--- src/rtl/hazard_ctrl.sv ---
// hazard_ctrl: pipeline hazard controller.
//   Turns memory-data stall requests into a per-stage stall vector. When the
//   HAZARD_CTRL_FLUSH_EN macro is defined, it also issues a one-cycle branch
//   flush of the youngest FLUSH_DEPTH stages. A flush requested while stalled
//   is deferred until the stall has fully drained.
// Parameters:
//   NUM_STAGES  - stages driven (bit 0 = ID), 2..8
//   CNT_W       - width of the stall request and counter
//   FLUSH_DEPTH - number of low-index stages flushed on a branch, 1..NUM_STAGES
// Ports:
//   clk               - clock, rising edge
//   rst               - asynchronous active-high reset
//   i_mem_data_access - stall cycles requested (0 = none); reloads the counter
//   i_mem_ready       - early completion; clears an active stall
//   i_branch_met      - branch taken (ignored unless HAZARD_CTRL_FLUSH_EN)
//   o_stall_r         - registered per-stage stall
//   o_flush_r         - registered per-stage flush pulse
//   o_busy            - combinational, high while the stall counter is nonzero
module hazard_ctrl #(
    parameter int unsigned NUM_STAGES  = 4,
    parameter int unsigned CNT_W       = 4,
    parameter int unsigned FLUSH_DEPTH = 2
) (
    input  logic                  clk,
    input  logic                  rst,
    input  logic [CNT_W-1:0]      i_mem_data_access,
    input  logic                  i_mem_ready,
    input  logic                  i_branch_met,
    output logic [NUM_STAGES-1:0] o_stall_r,
    output logic [NUM_STAGES-1:0] o_flush_r,
    output logic                  o_busy
);

`ifdef HAZARD_CTRL_FLUSH_EN
    typedef enum logic [1:0] {
        S_IDLE  = 2'd0,
        S_STALL = 2'd1,
        S_FLUSH = 2'd2
    } state_t;

    localparam logic [NUM_STAGES-1:0] FLUSH_MASK =
        NUM_STAGES'((32'd1 << FLUSH_DEPTH) - 32'd1);
`else
    typedef enum logic {
        S_IDLE  = 1'b0,
        S_STALL = 1'b1
    } state_t;

    // Flush path is compiled out; these inputs/parameters are intentionally unused.
    localparam int unsigned unused_flush_depth = FLUSH_DEPTH;
    logic unused_branch_met;
    assign unused_branch_met = i_branch_met;
`endif

    state_t           state_q, state_d;
    logic [CNT_W-1:0] cnt_q, cnt_d;
    logic             req_valid;

`ifdef HAZARD_CTRL_FLUSH_EN
    logic pend_q, pend_d;
`endif

    assign req_valid = |i_mem_data_access;
    assign o_busy    = |cnt_q;

    // Next-state / counter logic; a nonzero request always reloads the counter.
    always_comb begin
        state_d = state_q;
        cnt_d   = cnt_q;
`ifdef HAZARD_CTRL_FLUSH_EN
        pend_d  = pend_q;
`endif
        if (req_valid) begin
            cnt_d   = i_mem_data_access;
            state_d = S_STALL;
`ifdef HAZARD_CTRL_FLUSH_EN
            // A branch arriving with a load is deferred; the flushed slot can't branch.
            if (i_branch_met && (state_q != S_FLUSH)) begin
                pend_d = 1'b1;
            end
`endif
        end else begin
            case (state_q)
                S_IDLE: begin
`ifdef HAZARD_CTRL_FLUSH_EN
                    if (i_branch_met || pend_q) begin
                        state_d = S_FLUSH;
                        pend_d  = 1'b0;
                    end
`else
                    state_d = S_IDLE;
`endif
                end
                S_STALL: begin
                    if (i_mem_ready || (cnt_q == '0)) begin
                        cnt_d = '0;
                    end else begin
                        cnt_d = cnt_q - CNT_W'(1);
                    end
                    state_d = (cnt_d == '0) ? S_IDLE : S_STALL;
`ifdef HAZARD_CTRL_FLUSH_EN
                    if (i_branch_met) begin
                        pend_d = 1'b1;
                    end
`endif
                end
`ifdef HAZARD_CTRL_FLUSH_EN
                S_FLUSH: begin
                    state_d = S_IDLE;
                end
`endif
                default: begin
                    state_d = S_IDLE;
                end
            endcase
        end
    end

    // State, counter and registered outputs. Stall mirrors o_busy one cycle late,
    // so a flush (entered only from IDLE with the counter at 0) never overlaps it.
    always_ff @(posedge clk or posedge rst) begin
        if (rst) begin
            state_q   <= S_IDLE;
            cnt_q     <= '0;
            o_stall_r <= '0;
        end else begin
            state_q   <= state_d;
            cnt_q     <= cnt_d;
            o_stall_r <= {NUM_STAGES{o_busy}};
        end
    end

`ifdef HAZARD_CTRL_FLUSH_EN
    // Pending-flush flag and one-cycle flush pulse.
    always_ff @(posedge clk or posedge rst) begin
        if (rst) begin
            pend_q    <= 1'b0;
            o_flush_r <= '0;
        end else begin
            pend_q    <= pend_d;
            o_flush_r <= (state_d == S_FLUSH) ? FLUSH_MASK : '0;
        end
    end
`else
    assign o_flush_r = '0;
`endif

endmodule

--- config.mk ---
export PLATFORM = sky130hd
export DESIGN_NAME = hazard_ctrl
export DESIGN_NICKNAME = d
export VERILOG_FILES = /design/src/rtl/hazard_ctrl.sv
export SDC_FILE = /design/constraint.sdc
export NUM_CORES = 1
export LEC_CHECK = 0
export ABC_AREA = 0
export BUFFER_PORTS_ARGS = -buffer_cell sky130_fd_sc_hd__buf_2
export CAP_MARGIN = 30
export CORE_AREA = 2 2 39 41
export CTS_CLUSTER_DIAMETER = 150
export DETAILED_ROUTE_END_ITERATION = 10
export DIE_AREA = 0 0 41 43
export PLACE_DENSITY = 0.65
export SLEW_MARGIN = 20
export SYNTH_ARGS = -nofsm -noshare
export SYNTH_HDL_FRONTEND = slang
export SYNTH_SLANG_ARGS = --single-unit
--- constraint.sdc ---
create_clock -name clk -period 2.15 [get_ports clk]
set_input_delay 0.43 -clock clk [delete_from_list [all_inputs] [get_ports clk]]
set_output_delay 0.43 -clock clk [all_outputs]
set_load 0.005 [all_outputs]
==> summary.txt, run 1 <==
Route
  – First-iteration detailed-routing DRC count: 3
  – Drt wl/cell: 11.6 um
  – First-pass DRT Iterations: 3
  – Vias: 375
  – Routed vias/inst: 5.07
  – DRC Markers: 0
  – Final wirelength: 862 um
  – Final ANT Viol Nets: 0

GRT
  – Vias in the first global route: 312
  – M3 GR Usage: 9.42%
  – Largest net degree at the start of global routing: 7
  – GR Layer Usage met1: 12.9%
  – Global-route usage over all layers: 11.9%
  – Most Crowded Layer GR: met2
  – Initial antenna violation count: 0
  – First-pass GRT wire length: 1310 um
  – GRT overflow: 0
  – Met2 Track Usage GR: 15.9%

Synthesis
  – Netlist Area Pre-Place: around 450 sq um
  – Synth async-reset ratio: 100%
  – Seq/Total Area, Yosys: 33.2%
  – Synth Flop Type: dfrtp_1
  – Number of flops mapped to enable cells by yosys: 0
  – Post-synthesis average cell area: approximately 9.8 sq um
  – YS warnings: 0
  – #FFs+latches synth: 6
  – Synth Instances: 46
  – Netlist cell types: 24

Placement
  – Dpl ws: 0.331 ns
  – Dpl cells: 70
  – Hpwl dp: ~670 um
  – Buffers on Ports: 11
  – Gpl congestion: about 0.75

Setup path
  – Crit path largest cell delay: approximately 0.43 ns
  – Critical path fanouts, max: 6
  – Reg2reg setup slack: 0.43 ns
  – Startpoint Class: register
  – Cell Chain, Critical Path: inv_1 > ha_1 > nor3b_4 > inv_1 > buf_2
  – R2r endpoint: cnt_q[2]
  – Most frequent CP cell: inv_1
  – Reg2Reg Depth: 6
  – CP max-delay cell: dfrtp_1
  – Launch point of the worst reg-to-reg path: cnt_q[0]
  – Data required time of the worst path: 1.72 ns
  – Worst path arrival time: 1.56 ns
  – Crit path kind: register to output pin
  – Worst Setup End Kind: output pin

Layout
  – Number of fill cells: between 100 and 150
  – Most frequent cells in the layout: 11 x buf_2, 7 x inv_1, 6 x dfrtp_1, 4 x conb_1
  – Register area: 150 sq um
  – Non-Filler Instances: 74
  – Most common cell after layout, fill and taps aside: buf_2
  – Area Growth Syn to Fin: 15.8%
  – Antenna diodes: 0
  – Nets: 69
  – Fraction of layout cells with a size suffix above 1: 36.2%
  – Multi-input logic area: around 230 sq um

Floorplanning
  – Core Area: ~0.0014 sq mm
  – Initial Utilization: 32.6%
  – Core Rows: 14
  – Die area: 0.00176 sq mm
  – Die X: 41 um
  – Io pins: 17
  – Die height: 43 um

STA
  – Fmax: 502 MHz
  – Tmin final: 1.99 ns
  – Unrepaired setup endpoints after global routing: false
  – Final period util: between 90% and 100%
  – PnR worst setup slack: roughly 0.16 ns
  – Setup Viol. Count Final: 0
  – Smallest hold slack: 0.0881 ns
  – Post-route setup TNS: 0 ns
  – Slew Limit Fails: 0
  – Final Hold Vio Count: 0
  – Post-Route Skew: 0.000886 ns

CTS
  – Cts bufs inserted: 3
  – PostCTS Resize Cnt: 0
  – CTS tree: yes
  – Clk sinks: 6
  – H-tree depth: 1
  – Clock Tree Root: clkbuf_4
  – Clk slew on worst S/H paths: 0.04 ns
  – Max Buffers Root-to-Sink: 2
  – Clk_lat worst skew: 0.25 ns

Power and ir drop
  – Peak supply drop: 298 uV
  – Total power divided by cell area: 574 mW/mm^2
  – Leak pwr: 0.000239 uW
  – Pwr Total: between 200 and 300 uW

Run status
  – Run status: finished, final reports clean

Min path
  – Worst Hold Class: input pin to asynchronous set/reset pin

Job
  – Number of max-cap violations: 0
state kept, by name, indices dropped and copies added (netlist names):
register	count
cnt_q	4
o_stall_r	1
state_q	1
Yosys cell counts, drive strengths merged (2+ instances only):
master	n	share of area, %
a31oi	2	2.8
inv	7	5.8
nor3	2	2.2
a21oi	2	2.2
dfrtp	6	33
nor2	3	2.5
buf	7	12
cell families (layout without fill, tap and decap cells):
logic type	count (synthesis)	in the layout	share of synthesized area, %
and+or+nand+nor	11	11	16.6
adders and majority gates	1	1	2.77
buffers and inverters	14	23	17.5
other	1	4	0.830
AOI/OAI and AO/OA	11	11	24.4
DFF	6	6	33.2
muxes	2	2	4.71
critical path, delay by kind of cell (launching register included):
family	cells	cell delay [ns]
adder cells (fa/ha/maj)	1	0.29
buffers and inverters	3	0.29
flip-flops	1	0.43
AND/OR/NAND/NOR	1	0.30
where the power goes:
part,internal (uW),switching (uW),leakage [uW]
Combinational,30.6,32.4,0.000158
Clock,63.2,41.8,0.0000138
Sequential,121,11.1,0.0000674
layer usage:
layer  part of all wire, %  wire, um  vias to the layer above
met5                     0         0                        -
met4                   1.4        12                        0
met3                   9.6        83                        4
met2                    44       376                       16
met1                    45       389                      174
li1                      -         -                      181
timing repair:
item / 4_1_cts / 5_1_grt
setup endpoints to repair: 0 / 1
setup buffers: 0 / 1
hold buffers: 0 / 0
worst max path at each step:
stage | from | to | slack [ns] | cells after the start
after floorplan | cnt_q[0] | o_busy | 0.59 | 4
after global placement | cnt_q[0] | o_busy | 0.34 | 5
after detailed placement | cnt_q[0] | o_busy | 0.33 | 5
after CTS | cnt_q[0] | o_busy | 0.05 | 5
after global routing | cnt_q[0] | o_busy | 0.03 | 5
final | cnt_q[0] | o_busy | 0.16 | 5
area by class of cell:
type                       count  area share, %
multi-input combinational     29           44.7
sequential                     6           28.7
timing repair buffer          13           13.4
inverter                       7           5.02
clock buffer                   3           4.31
tap                           16           3.83
through the flow:
step / utilization [%] / instance area (sq um)
floorplan: - / 463
global placement: 35.6 / 493
detailed placement: 35.6 / 493
CTS: 37.3 / 515
global route: 37.8 / 523
finish: 37.8 / 523
(Power assumes the default switching activity.)
==> inputs of run 2 (changes only) <==
CELL_PAD_IN_SITES_DETAIL_PLACEMENT = 1   (was default)
CELL_PAD_IN_SITES_GLOBAL_PLACEMENT = 2   (was default)
CORE_AREA = default   (was 2 2 39 41)
CORE_MARGIN = 2   (was default)
CORE_UTILIZATION = 26   (was default)
DIE_AREA = default   (was 0 0 41 43)
PLACE_DENSITY = 0.79   (was 0.65)
==> summary.txt, run 2 (synthesis gave the netlist of run 1 again) <==
Placement
  – Gpl congestion: between 0.7 and 0.8
  – Buffers on Ports: 11
  – Post-DP Area: 494 sq um
  – Hpwl dp: 818 um
  – Dpl cells: 71

GRT
  – Initial antenna violation count: 0
  – First-pass GRT wire length: 1760 um
  – Largest net degree at the start of global routing: 7
  – Vias in the first global route: 389
  – GRT overflow: 0
  – Global-route usage over all layers: 12.5%

Floorplanning
  – Die area: 0.00209 sq mm
  – Die X: 45.7 um
  – Die height: between 40 and 50 um
  – Initial Utilization: 27.0%
  – Core Rows: 15
  – Core Area: 0.00167 sq mm
  – Io pins: 17

Layout
  – Register bank with the most flops: cnt_q
  – Util after Layout: 31.4%
  – Multi-input logic area: 234 sq um
  – Fraction of layout cells with a size suffix above 1: 36.2%
  – Nets: 69
  – Largest registers: cnt_q (4), o_stall_r (1), state_q (1)
  – Most frequent cells in the layout: 11 x buf_2, 7 x inv_1, 6 x dfrtp_1, 4 x conb_1
  – Antenna diodes: 0
  – Max reg flops: 4
  – Register area: 150 sq um
  – Most common cell after layout, fill and taps aside: buf_2
  – Design area: 524 sq um
  – Non-Filler Instances: 75
  – Number of fill cells: 206
  – Area Growth Syn to Fin: 16.1%

Job
  – Number of max-cap violations: 0

Setup path
  – Launch point of the worst reg-to-reg path: cnt_q[0]
  – Worst Setup End Kind: output pin
  – Worst path arrival time: 1.56 ns
  – Critical path fanouts, max: 6
  – Worst setup startpoint: cnt_q[0]
  – Crit path kind: register to output pin
  – Startpoint Class: register
  – Data required time of the worst path: about 1.7 ns

Route
  – First-pass DRT Iterations: 4
  – Final ANT Viol Nets: 0
  – Final wirelength: 1000 um
  – Drt wl/cell: 13.4 um
  – First-iteration detailed-routing DRC count: 3
  – Vias: roughly 380
  – DRC Markers: 0
  – Routed vias/inst: 5.12

Power and ir drop
  – Peak supply drop: ~200 uV
  – Total power divided by cell area: between 500 and 600 mW/mm^2
  – Leak pwr: 0.000239 uW

STA
  – Tmin final: 1.99 ns
  – Final Hold Vio Count: 0
  – Post-route setup TNS: 0 ns
  – Smallest hold slack: 0.0862 ns
  – Fmax: 503 MHz
  – Unrepaired setup endpoints after global routing: false
  – Slew Limit Fails: 0
  – Post-Route Skew: 0.00336 ns
  – Setup Viol. Count Final: 0
  – Final period util: 92.5%

CTS
  – H-tree depth: 1
  – Clk sinks: 6
  – Clock Tree Root: clkbuf_4
  – Clk slew on worst S/H paths: 0.05 ns
  – Clk_lat worst skew: 0.25 ns
  – CTS tree: yes
  – Max Buffers Root-to-Sink: 2
  – PostCTS Resize Cnt: 0
  – Cts bufs inserted: 3

Min path
  – Worst Hold Class: input pin to asynchronous set/reset pin

Run status
  – Run status: finished, final reports clean
## run 2: cell counts in the layout (fill, tap and decap cells not counted)
Identical to the previous run, type by type.
## run 2: cell type report
class                      count  area share (%)
clock buffer                   3            4.30
inverter                       7            5.01
multi-input combinational     29            44.6
sequential                     6            28.6
tap                           17            4.06
timing repair buffer          13            13.4
## run 2: path summary, 6_finish.rpt
kind                                  to  slack (ns)  cells past startpoint
min in group clk                cnt_q[0]        0.41                      3
worst min register to register  cnt_q[3]        0.57                      1
max in group asynchronous       cnt_q[0]        1.87                      2
worst max register to register  cnt_q[0]        0.31                      6
worst max-delay path              o_busy        0.16                      5
worst min-delay path            cnt_q[3]        0.09                      2
## run 2: metrics by stage
step / setup slack (ns) / power [uW]
final: 0.162 / 304
after global routing: 0.0224 / 329
after CTS: 0.0241 / 306
after detailed placement: 0.305 / 198
after global placement: 0.320 / 196
after floorplan: 0.594 / 181
## run 2: report_power, final
group          leakage [uW]  total, uW  switching (uW)  internal (uW)
Sequential        0.0000674        132            11.6            121
Combinational      0.000158       65.0            34.3           30.7
Clock             0.0000138        106            43.0           63.3
Total              0.000239        304            88.9            215
## run 2: worst max-delay path, cell delays in order (launching register included)
cell and delay [ns]:
dfrtp_1 0.44, inv_1 0.09, ha_1 0.32, nor3b_4 0.26, inv_1 0.07, buf_2 0.13
## run 2: repair_timing
action / in CTS / in global routing
setup buffers: 0 / 1
hold endpoints to repair: 0 / 0
setup endpoints to repair: 0 / 1
hold buffers: 0 / 0
## run 2: metal layers
metal | vias up | part of all wire [%] | GRT usage (%) | wire [um]
met5 | - | 0 | 0 | 0
li1 | 182 | - | - | -
met3 | 2 | 4.1 | 1.59 | 41
met4 | 0 | 0.80 | 12.4 | 8
met2 | 11 | 53 | 18.9 | 529
met1 | 189 | 42 | 14.8 | 423
==> inputs of run 3 (changes only) <==
CORE_UTILIZATION = 28   (was 26)
PLACE_DENSITY = 0.84   (was 0.79)
clock period = 2.5 ns   (was 2.15 ns; I/O delays follow)
==> summary.txt, run 3 (synthesis gave the netlist of run 1 again) <==
STA
  – Tmin final: roughly 2.2 ns
  – Final period util: 88.0%
  – Slew Limit Fails: 0
  – Fmax: roughly 450 MHz
  – PnR worst setup slack: 0.301 ns
  – Worst-margin pin slew: 0.629 ns
  – Unrepaired setup endpoints after global routing: false
  – Post-Route Skew: 0.00355 ns
  – Final Hold Vio Count: 0
  – Setup Viol. Count Final: 0
  – Post-route setup TNS: 0 ns
  – Rel. slew slack: 57.7%

Power and ir drop
  – Pwr Total: roughly 260 uW
  – Leak pwr: 0.000229 uW
  – Peak supply drop: ~230 uV
  – Total power divided by cell area: 506 mW/mm^2

Layout
  – Max reg flops: 4
  – Area Growth Syn to Fin: 12.5%
  – Antenna diodes: 0
  – Most common cell after layout, fill and taps aside: buf_2
  – Nets: 67
  – Largest registers: cnt_q (4), o_stall_r (1), state_q (1)
  – Design area: 508 sq um
  – Register bank with the most flops: cnt_q
  – Util after Layout: 33.7%
  – Fraction of layout cells with a size suffix above 1: around a third
  – Number of fill cells: 180
  – Most frequent cells in the layout: 11 x buf_2, 7 x inv_1, 6 x dfrtp_1, 4 x conb_1

Job
  – Number of max-cap violations: 0

Setup path
  – Crit path kind: register to output pin
  – Launch point of the worst reg-to-reg path: cnt_q[0]
  – Reg2Reg Depth: 5
  – Critical path fanouts, max: 6
  – Worst path arrival time: around 1.7 ns
  – Worst setup startpoint: cnt_q[0]
  – Reg2reg setup slack: around 0.76 ns
  – Data required time of the worst path: 2.00 ns
  – Startpoint Class: register
  – Worst Setup End Kind: output pin
  – R2r endpoint: cnt_q[0]
  – Crit path capture: o_busy

Route
  – First-pass DRT Iterations: 2
  – First-iteration detailed-routing DRC count: 3
  – DRC Markers: 0
  – Final ANT Viol Nets: 0
  – Final wirelength: just under 1000 um
  – Drt wl/cell: between 10 and 15 um
  – Vias: 367
  – Routed vias/inst: just over 5

CTS
  – Cts bufs inserted: 3
  – Post-CTS setup buffer count: 0
  – Max Buffers Root-to-Sink: 2
  – PostCTS Resize Cnt: 0
  – Clk slew on worst S/H paths: 0.04 ns
  – Clock Tree Root: clkbuf_4
  – CTS Hold Bufs: 0
  – Clk sinks: 6
  – CTS tree: yes
  – Clk_lat worst skew: 0.25 ns
  – H-tree depth: 1

Placement
  – Post-DP Area: slightly below 500 sq um
  – Gpl congestion: 0.725
  – Buffers on Ports: 11
  – Dpl ws: 0.561 ns
  – Hpwl dp: between 800 and 900 um

GRT
  – Initial antenna violation count: 0
  – Largest net degree at the start of global routing: 7
  – GRT overflow: 0
  – First-pass GRT wire length: 1680 um
  – Vias in the first global route: slightly below 400
  – Global-route usage over all layers: 12.2%

Floorplanning
  – Die height: roughly 44 um
  – Initial Utilization: 30.0%
  – Die area: 0.00195 sq mm
  – Io pins: 17
  – Core Rows: 14
  – Die X: between 40 and 50 um
  – Core Area: 0.00151 sq mm

Min path
  – Worst Hold Class: input pin to asynchronous set/reset pin

Run status
  – Run status: finished, final reports clean
-- run 3: per-stage QoR --
step | instances | hold WS (ns)
3_3_place_gp | 69 | 0.414
4_1_cts | 72 | 0.157
5_1_grt | 72 | 0.172
2_1_floorplan | 49 | 0.291
3_5_place_dp | 69 | 0.426
6_report | 72 | 0.153
-- run 3: layout make-up --
type                    instances  area (sq um)  area share [%]
inverters                       7          26.3            5.17
flip-flops and latches          6           150            29.6
multi-input cells              29           234            46.1
well taps                      16          20.0            3.94
clock buffers                   3          22.5            4.43
repair buffers                 11          55.1            10.8
-- run 3: worst max-delay path, cell delays in order (launching register included) --
cell,delay [ns]
dfrtp_1,0.45
inv_1,0.09
ha_1,0.32
nor3b_4,0.37
inv_1,0.09
buf_2,0.13
-- run 3: report_power, final --
group	internal, uW	total [uW]	leakage, uW	switching, uW
combinational	24.6	53.4	0.000147	28.8
clock	54.3	89.6	0.0000138	35.3
sequential	104	114	0.0000674	10.1
-- run 3: worst min path at each step --
stage               startpoint            to
floorplan                  rst      cnt_q[0]
global placement           rst       state_q
detailed placement         rst  o_stall_r[0]
CTS                        rst  o_stall_r[0]
global route               rst  o_stall_r[0]
finish                     rst  o_stall_r[0]
-- run 3: layer usage --
metal	GRT usage (%)	routed length (um)	vias to the layer above
met2	20.0	495	9
met3	3.67	45	2
met1	14.5	414	180
met4	5.45	11	0
met5	0	0	-
li1	-	-	176
